==> config.mk <==
export PLATFORM = sky130hd
export DESIGN_NAME = rf_writeback
export DESIGN_NICKNAME = d
export VERILOG_FILES = /design/src/rtl/rf_writeback.sv
export SDC_FILE = /design/constraint.sdc
export NUM_CORES = 1
export LEC_CHECK = 0
export ABC_AREA = 1
export BUFFER_PORTS_ARGS = -buffer_cell sky130_fd_sc_hd__buf_2
export CAP_MARGIN = 40
export CORE_MARGIN = 3
export CORE_UTILIZATION = 54
export CTS_CLUSTER_SIZE = 30
export DETAILED_ROUTE_END_ITERATION = 10
export PLACE_DENSITY_LB_ADDON = 0.2
export SYNTH_ARGS = -nofsm -noshare
export SYNTH_HDL_FRONTEND = slang
export SYNTH_SLANG_ARGS = --single-unit
==> constraint.sdc <==
create_clock -name clk_i -period 3.9 [get_ports clk_i]
set_clock_uncertainty 0.15 [all_clocks]
set_input_delay 0.195 -clock clk_i [delete_from_list [all_inputs] [get_ports clk_i]]
set_output_delay 0.195 -clock clk_i [all_outputs]
set_load 0.01 [all_outputs]
==> src/rtl/rf_writeback.sv <==
// Register-file write port front end: merges ALU results with buffered, extended
// load results, suppresses x0 writes and tracks outstanding loads per register.
module rf_writeback #(
    parameter  int XLen      = 32,
    parameter  int NReg      = 32,
    parameter  int FifoDepth = 2,
    localparam int NRegWidth = $clog2(NReg)
) (
    input  logic                 clk_i,
    input  logic                 rst_ni,
    input  logic                 alu_valid_i,
    input  logic [NRegWidth-1:0] alu_rd_i,
    input  logic [XLen-1:0]      alu_data_i,
    input  logic                 ld_issue_i,
    input  logic [NRegWidth-1:0] ld_issue_rd_i,
    input  logic                 ld_valid_i,
    output logic                 ld_ready_o,
    input  logic [NRegWidth-1:0] ld_rd_i,
    input  logic [XLen-1:0]      ld_data_i,
    input  logic [2:0]           ld_funct3_i,
    input  logic [1:0]           ld_offset_i,
    output logic                 we3_o,
    output logic [NRegWidth-1:0] a3_o,
    output logic [XLen-1:0]      wd3_o,
    output logic [NReg-1:0]      pending_o
);
    localparam int PtrW = (FifoDepth > 1) ? $clog2(FifoDepth) : 1;
    localparam int CntW = $clog2(FifoDepth + 1);
    localparam logic [PtrW-1:0] LastPtr  = PtrW'(FifoDepth - 1);
    localparam logic [CntW-1:0] DepthCnt = CntW'(FifoDepth);

    logic [XLen-1:0]      data_mem [FifoDepth];
    logic [NRegWidth-1:0] rd_mem   [FifoDepth];
    logic [PtrW-1:0]      wr_ptr_reg, rd_ptr_reg;
    logic [CntW-1:0]      count_reg;
    logic                 we3_reg;
    logic [NRegWidth-1:0] a3_reg;
    logic [XLen-1:0]      wd3_reg;
    logic [NReg-1:0]      pending_reg, pending_next;

    logic                 push, pop, fifo_nonempty, sel_valid;
    logic [NRegWidth-1:0] head_rd, sel_rd;
    logic [XLen-1:0]      sel_data, ext_data;

    function automatic logic [XLen-1:0] load_ext(input logic [XLen-1:0] word,
                                                 input logic [2:0] funct3,
                                                 input logic [1:0] off);
        logic [7:0]  byte_val;
        logic [15:0] half_val;
        byte_val = word[{off, 3'b000} +: 8];
        half_val = word[{off[1], 4'b0000} +: 16];
        case (funct3)
            3'b000:  return {{(XLen-8){byte_val[7]}}, byte_val};
            3'b001:  return {{(XLen-16){half_val[15]}}, half_val};
            3'b100:  return {{(XLen-8){1'b0}}, byte_val};
            3'b101:  return {{(XLen-16){1'b0}}, half_val};
            default: return word;
        endcase
    endfunction

    // Ready comes only from the registered count, so a full buffer refuses a
    // push even in the cycle it is being popped.
    assign ld_ready_o    = (count_reg < DepthCnt);
    assign fifo_nonempty = (count_reg != '0);
    assign push          = ld_valid_i && ld_ready_o;
    assign pop           = !alu_valid_i && fifo_nonempty;
    assign ext_data      = load_ext(ld_data_i, ld_funct3_i, ld_offset_i);
    assign head_rd       = rd_mem[rd_ptr_reg];

    assign sel_valid = alu_valid_i || fifo_nonempty;
    assign sel_rd    = alu_valid_i ? alu_rd_i : head_rd;
    assign sel_data  = alu_valid_i ? alu_data_i : data_mem[rd_ptr_reg];

    always_ff @(posedge clk_i) begin
        if (push) begin
            data_mem[wr_ptr_reg] <= ext_data;
            rd_mem[wr_ptr_reg]   <= ld_rd_i;
        end
    end

    always_ff @(posedge clk_i or negedge rst_ni) begin
        if (!rst_ni) begin
            wr_ptr_reg <= '0;
            rd_ptr_reg <= '0;
            count_reg  <= '0;
        end else begin
            if (push) wr_ptr_reg <= (wr_ptr_reg == LastPtr) ? '0 : wr_ptr_reg + 1'b1;
            if (pop)  rd_ptr_reg <= (rd_ptr_reg == LastPtr) ? '0 : rd_ptr_reg + 1'b1;
            case ({push, pop})
                2'b10:   count_reg <= count_reg + 1'b1;
                2'b01:   count_reg <= count_reg - 1'b1;
                default: count_reg <= count_reg;
            endcase
        end
    end

    // Address and data follow the selected source even for x0, and hold otherwise.
    always_ff @(posedge clk_i or negedge rst_ni) begin
        if (!rst_ni) begin
            we3_reg <= 1'b0;
            a3_reg  <= '0;
            wd3_reg <= '0;
        end else begin
            we3_reg <= sel_valid && (sel_rd != '0);
            if (sel_valid) begin
                a3_reg  <= sel_rd;
                wd3_reg <= sel_data;
            end
        end
    end

    // A new issue to the same register overrides the retiring load's clear.
    genvar gi;
    generate
        for (gi = 0; gi < NReg; gi++) begin : g_pending
            if (gi == 0) begin : g_x0
                assign pending_next[gi] = 1'b0;
            end else begin : g_xr
                logic set_bit, clr_bit;
                assign set_bit = ld_issue_i && (ld_issue_rd_i == NRegWidth'(gi));
                assign clr_bit = pop && (head_rd == NRegWidth'(gi));
                assign pending_next[gi] = set_bit || (pending_reg[gi] && !clr_bit);
            end
        end
    endgenerate

    always_ff @(posedge clk_i or negedge rst_ni) begin
        if (!rst_ni) pending_reg <= '0;
        else         pending_reg <= pending_next;
    end

    assign we3_o     = we3_reg;
    assign a3_o      = a3_reg;
    assign wd3_o     = wd3_reg;
    assign pending_o = pending_reg;
endmodule

==> flow_summary.json, run 1 <==
{
  "syn-num-nets": 857,
  "fin_crit_ps": 2110,
  "max_cap_violations": 0,
  "cts_buffer_depth": 2,
  "p_int_mw": 3.92,
  "grt_pass1_vias": 6105,
  "r2r_start": "rd_ptr_reg",
  "synth-simple-area-share_pct": 26.2,
  "die_x_um": 119,
  "num-fill-cells": 879,
  "cts_tree": "done",
  "p_comb_share_pct": 32.4,
  "clockRootBuffer": "clkbuf_16",
  "grt_pass1_wl_um": 29900,
  "nNetsFinal": 1072,
  "holdCritStartpoint": "ld_issue_i",
  "viasPerCell": 5.24,
  "highest_layer": "met4",
  "cts_setup_buffers": 0,
  "max_stage_delay_ps": 470,
  "grt_max_degree": 55,
  "startpoint_type": "flip-flop",
  "seqPwrFrac_pct": 39.9,
  "antenna_found_initial": 1,
  "io_pins": 160,
  "ir_worst_vdd_uv": 339,
  "layout_commonest_cell": "nand2_1",
  "overflow": 0,
  "die_area_mm2": 0.0142,
  "synth_top_family_by_area": "simple AND/OR/NAND/NOR gates",
  "num_vias": 6101,
  "synthCells": 767,
  "grt_use_total_pct": 26.6,
  "layout-drive-gt1-share_pct": 24.5,
  "async_flop_share_pct": 49.7,
  "clkPwrFrac_pct": 27.8,
  "routedLengthMet1_um": 7770,
  "cp-end-kind": "flip-flop",
  "startpoint": "rd_ptr_reg",
  "core_area_mm2": 0.0123,
  "cp_common_cell": "nand2_1",
  "clkSlewWorstSetupHoldPaths_ps": 60,
  "p_per_area_mw_per_mm2": 660,
  "cp.arrival_ps": 2260,
  "slew_viol_final": 0,
  "hpwlAfterDp_um": 12300,
  "fin_crit_sh_pct": 54.1,
  "ys_seq_area_share_pct": 58.6,
  "slew_headroom_pct": 50.1,
  "hold_path.class": "primary input to flip-flop",
  "status": "completed",
  "die_y_um": 119,
  "ys.flop_type": "edfxtp_1",
  "synth-xor-area-share_pct": 0.507,
  "drt_iter0_markers": 581,
  "worst_pin_slew_ps": 748,
  "port_buffers": 158,
  "ys_types": 34,
  "largest_reg_flops": 64,
  "synth.area.mux_share_pct": 0,
  "fin_tns_setup_ps": 0,
  "synth_edf_count": 74,
  "cp.required_ps": 4060,
  "crit_path_max_fanout": 38,
  "power.leakage_nw": 4.24,
  "yosysWarningCount": 0,
  "htreeDepth": 4,
  "numCtsBuffers": 17,
  "gp_congestion": 0.889,
  "synth-compound-area-share_pct": 9.33,
  "synth_area_per_cell_um2": 9.00,
  "dp_slack_ps": 1570,
  "final_hold_viol_count": 0,
  "multiInputGateArea_mm2": 0.00252,
  "drcViolationCount": 0,
  "seq_area_mm2": 0.00405,
  "cts_sinks": 147,
  "synth_area_mm2": 0.00691,
  "final_area_mm2": 0.00908,
  "final_core_util_pct": 74.1,
  "drt-pass1-iter-count": 5,
  "slowest_stage": "inv_2",
  "wl_met3_um": 1050,
  "drt_wl_total_um": 18600,
  "avgRoutedWirePerCell_um": 16.0,
  "clock_latency_ps": 420,
  "placed_cell_area_mm2": 0.00781,
  "rsz0062_at_grt": "no",
  "crit_type": "flip-flop to flip-flop",
  "swShare_pct": 34.7,
  "setup_viol": 0,
  "initial_core_util_pct": 56.3,
  "fin_ws_ps": 1790,
  "p_total_mw": 6.00,
  "final_cell_mix": "301 x nand2_1, 158 x buf_2, 74 x edfxtp_1, 73 x dfrtp_1, 69 x nor2_1",
  "area.growth.synth_to_final_pct": 31.6,
  "synthAdderAreaFrac_pct": 0.181,
  "row_count": 40,
  "synth-seq-cells": 147,
  "regMostFlops": "data_mem",
  "met2_length_um": 9310,
  "detail-route-antenna-nets": 0,
  "max_freq_mhz": 474,
  "p_switching_mw": 2.08,
  "crit_chain": "inv_2 > nand2_1 > a21oi_4 > nand2_1 > nand2_1 > nand2_1"
}
-- final cells by class --
type	instances	area share, %
flip-flops and latches	147	44.6
repair buffers	231	17.2
well taps	168	2.31
clock buffers	19	4.77
clock inverters	13	1.82
multi-input cells	548	27.7
diodes	1	0.0275
inverters	37	1.61
-- cells in the mapped netlist (2+ instances only) --
master	count	share of area (%)
dfrtp_1	73	26
nand2_1	301	16
nand3_2	10	1.4
buf_4	6	0.65
o211ai_1	15	1.6
buf_2	10	0.72
nand3_1	16	1.2
o21bai_1	7	0.76
a22oi_1	7	0.76
buf_6	3	0.49
nand2_4	2	0.33
a21oi_1	43	3.1
edfxtp_1	74	32
xor2_1	3	0.38
nand2_2	5	0.45
inv_2	9	0.49
o21ai_0	37	2.7
o21ai_1	2	0.14
nor2_4	2	0.33
or2_2	20	1.8
nor2_1	71	3.9
inv_1	25	1.4
clkbuf_1	15	0.82
-- logic make-up (layout without fill, tap and decap cells) --
kind of cell | after synthesis | count (layout)
AO/OA/AOI/OAI | 112 | 112
AND/OR/NAND/NOR | 430 | 430
buffers and inverters | 72 | 300
XOR/XNOR | 4 | 4
adder cells (fa/ha/maj) | 1 | 1
other | 1 | 2
flip-flops | 147 | 147
-- power groups by stage --
stage / combinational (mW) / clock [mW] / sequential (mW)
after global placement: 1.78 / 0 / 2.39
after CTS: 1.94 / 1.67 / 2.39
after global routing: 2.16 / 1.75 / 2.43
final: 1.94 / 1.66 / 2.39
after floorplan: 0.984 / 0 / 2.54
after detailed placement: 1.88 / 0 / 2.41
-- routing by layer --
metal	vias up	global-route usage, %
met1	2858	32.9
li1	2934	-
met3	40	5.60
met5	-	0
met4	0	10.4
met2	269	45.7
-- metrics by stage --
stage	instances	hold slack, ps
2_1_floorplan	767	-251
6_report	1164	17.2
5_1_grt	1164	21.0
3_3_place_gp	1060	9.90
4_1_cts	1163	1.40
3_5_place_dp	1064	21.7
-- what timing repair did --
item                                   CTS  global route
gates resized for setup                  0             0
endpoints found under the hold margin  114             0
hold buffers                            67             0
-- path summary, 6_finish.rpt --
kind                                  to  slack, ps  cells past startpoint
max                        pending_o[30]       1790                      6
min                         pending_o[4]         20                      5
max reg2reg                pending_o[30]       1790                      6
min reg2reg                 pending_o[7]        320                      2
max in group asynchronous  pending_o[17]       2440                      3
min in group asynchronous      wd3_o[22]        120                      2
-- critical path: cells and delay by family (launching register included) --
family	cells	cell delay [ps]
AOI/OAI and AO/OA	1	470
and+or+nand+nor	4	500
DFF	1	390
buffers and inverters	1	470
(Power assumes the default switching activity.)
==> run 2: changes to the inputs <==
- CORE_UTILIZATION: 54 -> 49
- clock period: 3.9 -> 1.7 ns (I/O delays scaled with it)
==> flow_summary.json, run 2 (same netlist as run 1, synthesis figures left out) <==
{
  "drt-pass1-iter-count": 5,
  "die_x_um": 125,
  "detail-route-antenna-nets": 0,
  "crit_path_max_fanout": 4,
  "port_buffers": 158,
  "overflow": 0,
  "viasPerCell": 5.12,
  "holdCritStartpoint": "ld_issue_i",
  "row_count": 42,
  "cts_tree": "done",
  "layout_commonest_cell": "nand2_1",
  "drcViolationCount": 0,
  "layout-drive-gt1-share_pct": 27.4,
  "fin_ws_ps": 31.9,
  "hold_path.class": "primary input to flip-flop",
  "final_cell_mix": "296 x nand2_1, 158 x buf_2, 86 x dlygate4sd3_1, 74 x edfxtp_1, 72 x dfrtp_1",
  "regMostFlops": "data_mem",
  "nNetsFinal": 1111,
  "status": "completed",
  "area.growth.synth_to_final_pct": 38.6,
  "final_hold_viol_count": 0,
  "drt_wl_total_um": 18900,
  "max_cap_violations": 0,
  "htreeDepth": 4,
  "place_inst": 1089,
  "worstHoldPathCells": 6,
  "gp_congestion": 0.860,
  "numCtsBuffers": 17,
  "placed_cell_area_mm2": 0.00801,
  "grt_max_degree": 74,
  "drt_iter0_markers": 681,
  "avgRoutedWirePerCell_um": 15.6,
  "clkSlewWorstSetupHoldPaths_ps": 60,
  "cp.required_ps": 1900,
  "cp-end-kind": "flip-flop",
  "holdPathEnd": "pending_o[9]",
  "ff2ff_path_depth": 8,
  "r2r-end": "pending_o[14]",
  "dp_slack_ps": 60.3,
  "max_freq_mhz": 599,
  "p_per_area_mw_per_mm2": 1490,
  "grt_pass1_vias": 6197,
  "final_area_mm2": 0.00957,
  "num-fill-cells": 1002,
  "reg2reg_slack_ps": 70,
  "antenna_cells": 0,
  "fin_crit_sh_pct": 98.1,
  "cts_buffer_depth": 2,
  "fin_crit_ps": 1670,
  "crit_type": "primary input to flip-flop",
  "grt_pass1_wl_um": 30600,
  "r2r_start": "rd_ptr_reg",
  "die_y_um": 125,
  "clockRootBuffer": "clkbuf_16",
  "slew_viol_final": 0,
  "cp.arrival_ps": 1870,
  "rsz0062_at_grt": "yes",
  "cts_sinks": 147,
  "antenna_found_initial": 0,
  "initial_core_util_pct": 51.1,
  "power.leakage_nw": 4.46,
  "clock_latency_ps": 410,
  "largest_reg_flops": 64,
  "die_area_mm2": 0.0156,
  "hpwlAfterDp_um": 12200,
  "setup_viol": 0,
  "num_vias": 6193,
  "grt_use_total_pct": 24.3,
  "core_area_mm2": 0.0135,
  "ir_worst_vdd_uv": 689,
  "final_cells": 1210,
  "io_pins": 160,
  "startpoint_type": "primary input"
}
[run 2: repair_timing]
action | 4_1_cts | 5_1_grt
hold endpoints to repair | 217 | 0
setup endpoints to repair | 0 | 46
setup buffers | 0 | 3
hold buffers | 86 | 0
resized for setup | 0 | 18
[run 2: power breakdown]
part           leakage [nW]  internal (mW)  total, mW  switching (mW)
clock                 0.307           2.58       3.98            1.39
sequential             1.55           4.94       5.49           0.551
combinational          2.60           1.86       4.77            2.91
total                  4.46           9.39       14.2            4.85
[run 2: metal layers]
layer	track usage [%]	part of all wire, %	wire (µm)
met5	0	0	0
met3	4.97	5.4	1020
met1	30.4	42	7940
met2	42.5	51	9640
met4	7.41	1.6	306
[run 2: cell type report]
cell class,count,area [µm²],area share [%]
clock buffer,20,437,4.56
clock inverter,12,186,1.95
inverter,37,146,1.53
multi-input combinational,548,2570,26.9
sequential,147,4050,42.3
tap,176,220,2.30
timing repair buffer,270,1960,20.5
[run 2: how the worst max path moves through the flow]
stage | startpoint | to | slack (ps) | cells past startpoint
after floorplan | count_reg[1] | count_reg[1] | -60 | 9
after global placement | count_reg[0] | count_reg[1] | 110 | 8
after detailed placement | rd_ptr_reg | pending_o[17] | 60 | 9
after CTS | ld_issue_rd_i[4] | pending_o[25] | 30 | 8
after global routing | rd_ptr_reg | pending_o[14] | -30 | 8
final | ld_issue_rd_i[1] | pending_o[20] | 30 | 8
[run 2: stage by stage]
step                hold slack [ps]  TNS [ps]  utilization, %  total power [mW]
floorplan                      -361     -3060               -              8.11
global placement              -3.18         0            59.3              9.87
detailed placement            -2.78         0            59.3              9.98
CTS                            24.8         0            70.3              14.1
global route                   76.7      -141            70.9              15.1
finish                         69.4         0            70.9              14.2
[run 2: critical path, cell delays in order]
cell and delay (ps):
dlygate4sd3_1 540, buf_2 150, nor2_1 100, dlygate4sd3_1 600, inv_1 100, nor2_2 160, nand2_1 70, nand2_1 70
==> run 3: changes to the inputs <==
- CELL_PAD_IN_SITES_DETAIL_PLACEMENT: unset -> 0
- CELL_PAD_IN_SITES_GLOBAL_PLACEMENT: unset -> 1
- CORE_UTILIZATION: 49 -> 44
- clock period: 1.7 -> 2.1 ns (I/O delays scaled with it)
==> flow_summary.json, run 3 (same netlist as run 1, synthesis figures left out) <==
{
  "cts_setup_buffers": 0,
  "fin_tns_setup_ps": 0,
  "core_area_mm2": 0.0153,
  "p_int_mw": 7.22,
  "layout-drive-gt1-share_pct": 25.1,
  "grt_pass1_vias": 6247,
  "cp.arrival_ps": 2000,
  "num-fill-cells": 1351,
  "final_core_util_pct": 61.5,
  "final_area_mm2": 0.00938,
  "htreeDepth": 4,
  "die_x_um": 131,
  "slew_viol_final": 0,
  "crit_path_max_fanout": 28,
  "numCtsBuffers": 17,
  "hpwlAfterDp_um": 12900,
  "status": "completed",
  "final_hold_viol_count": 0,
  "fin_crit_sh_pct": 88.5,
  "die_y_um": 131,
  "clock_latency_ps": 420,
  "viasPerCell": 4.93,
  "area.growth.synth_to_final_pct": 35.9,
  "grt_pass1_wl_um": 31300,
  "largest_reg_flops": 64,
  "rsz0062_at_grt": "no",
  "cts_buffer_depth": 2,
  "cts_tree": "done",
  "ir_worst_vdd_uv": 569,
  "max_cap_violations": 0,
  "startpoint_type": "primary input",
  "clkPwrFrac_pct": 27.9,
  "setup_viol": 0,
  "p_total_mw": 11.1,
  "seqPwrFrac_pct": 39.8,
  "cts_sinks": 147,
  "drt_wl_total_um": 18800,
  "max_freq_mhz": 538,
  "final_cell_mix": "301 x nand2_1, 158 x buf_2, 84 x dlygate4sd3_1, 74 x edfxtp_1, 73 x dfrtp_1",
  "post_cts_resized": 0,
  "port_buffers": 158,
  "layout_commonest_cell": "nand2_1",
  "p_comb_share_pct": 32.3,
  "worst_pin_slew_ps": 567,
  "placed_cell_area_mm2": 0.00794,
  "overflow": 0,
  "swShare_pct": 35.0,
  "hold_path.class": "primary input to async pin",
  "grt_use_total_pct": 22.5,
  "power.leakage_nw": 4.36,
  "drcViolationCount": 0,
  "cp-end-kind": "flip-flop",
  "die_area_mm2": 0.0172,
  "io_pins": 160,
  "slew_headroom_pct": 62.2,
  "p_per_area_mw_per_mm2": 1180,
  "crit_type": "primary input to flip-flop",
  "row_count": 45,
  "nNetsFinal": 1097,
  "num_vias": 6074,
  "clockRootBuffer": "clkbuf_16",
  "detail-route-antenna-nets": 0,
  "antenna_cells": 0,
  "cp.required_ps": 2250,
  "clkSlewWorstSetupHoldPaths_ps": 60,
  "drt_iter0_markers": 391,
  "initial_core_util_pct": 45.3,
  "p_switching_mw": 3.88,
  "grt_max_degree": 53,
  "fin_crit_ps": 1860,
  "regMostFlops": "data_mem",
  "drt-pass1-iter-count": 5,
  "gp_congestion": 0.960,
  "antenna_found_initial": 0,
  "avgRoutedWirePerCell_um": 15.3
}
run 3: cell types whose count changed in the layout (fill, tap and decap cells not counted), moves of 5 or more:
cell / delta
nand2_1: +5
buf_4: -7
nor2_2: -9
nand2_2: -5
nor2_1: +9
run 3: final timing paths:
kind                                start             end  slack [ps]  cells past startpoint
setup / recovery              alu_valid_i    count_reg[1]         240                      9
hold / removal                     rst_ni         a3_o[1]          60                      2
setup reg to reg             count_reg[0]    count_reg[1]         270                      8
hold reg to reg              pending_o[2]    pending_o[2]         320                      2
max in group asynchronous          rst_ni       wd3_o[31]        1060                      3
min in group clk_i         ld_funct3_i[0]  data_mem[1][7]          60                      4
run 3: timing repair:
item	CTS	global route
hold buffers	85	0
hold endpoints to repair	215	0
endpoints found under the setup margin	0	1
run 3: through the flow:
| stage | hold WS, ps | std cells | worst slack [ps] |
|---|---|---|---|
| global route | 81.1 | 1231 | 91.0 |
| global placement | -41.9 | 1115 | 337 |
| CTS | 45.0 | 1232 | 163 |
| floorplan | -341 | 767 | -58.1 |
| finish | 58.6 | 1231 | 242 |
| detailed placement | -29.8 | 1115 | 297 |
run 3: metal layers:
| metal | part of all wire (%) | track usage [%] | up-vias |
|---|---|---|---|
| met5 | 0 | 0 | - |
| met4 | 2.4 | 7.64 | 0 |
| met3 | 5.2 | 5.25 | 43 |
| met2 | 50 | 38.5 | 208 |
| met1 | 42 | 28.3 | 2844 |
| li1 | - | - | 2979 |
run 3: layout make-up:
cell class                 instances  area, µm²  area share [%]
tap                              211        264            2.81
clock buffer                      18        429            4.57
multi-input combinational        548       2520            26.9
sequential                       147       4050            43.1
timing repair buffer             256       1800            19.2
inverter                          37        146            1.56
clock inverter                    14        176            1.88
run 3: worst max-delay path, stage by stage:
cell and delay (ps):
dlygate4sd3_1 550, buf_2 150, inv_4 230, nand2_4 200, inv_1 120, ha_1 260
a21oi_1 120, o21ai_0 110, xor2_1 150
run 3: power by group through the flow:
stage / Clock [mW] / Sequential [mW] / Combinational (mW)
2_1_floorplan: 0 / 4.71 / 1.83
3_3_place_gp: 0 / 4.44 / 3.43
3_5_place_dp: 0 / 4.48 / 3.49
4_1_cts: 3.16 / 4.43 / 3.63
5_1_grt: 3.30 / 4.52 / 4.02
6_report: 3.09 / 4.42 / 3.59
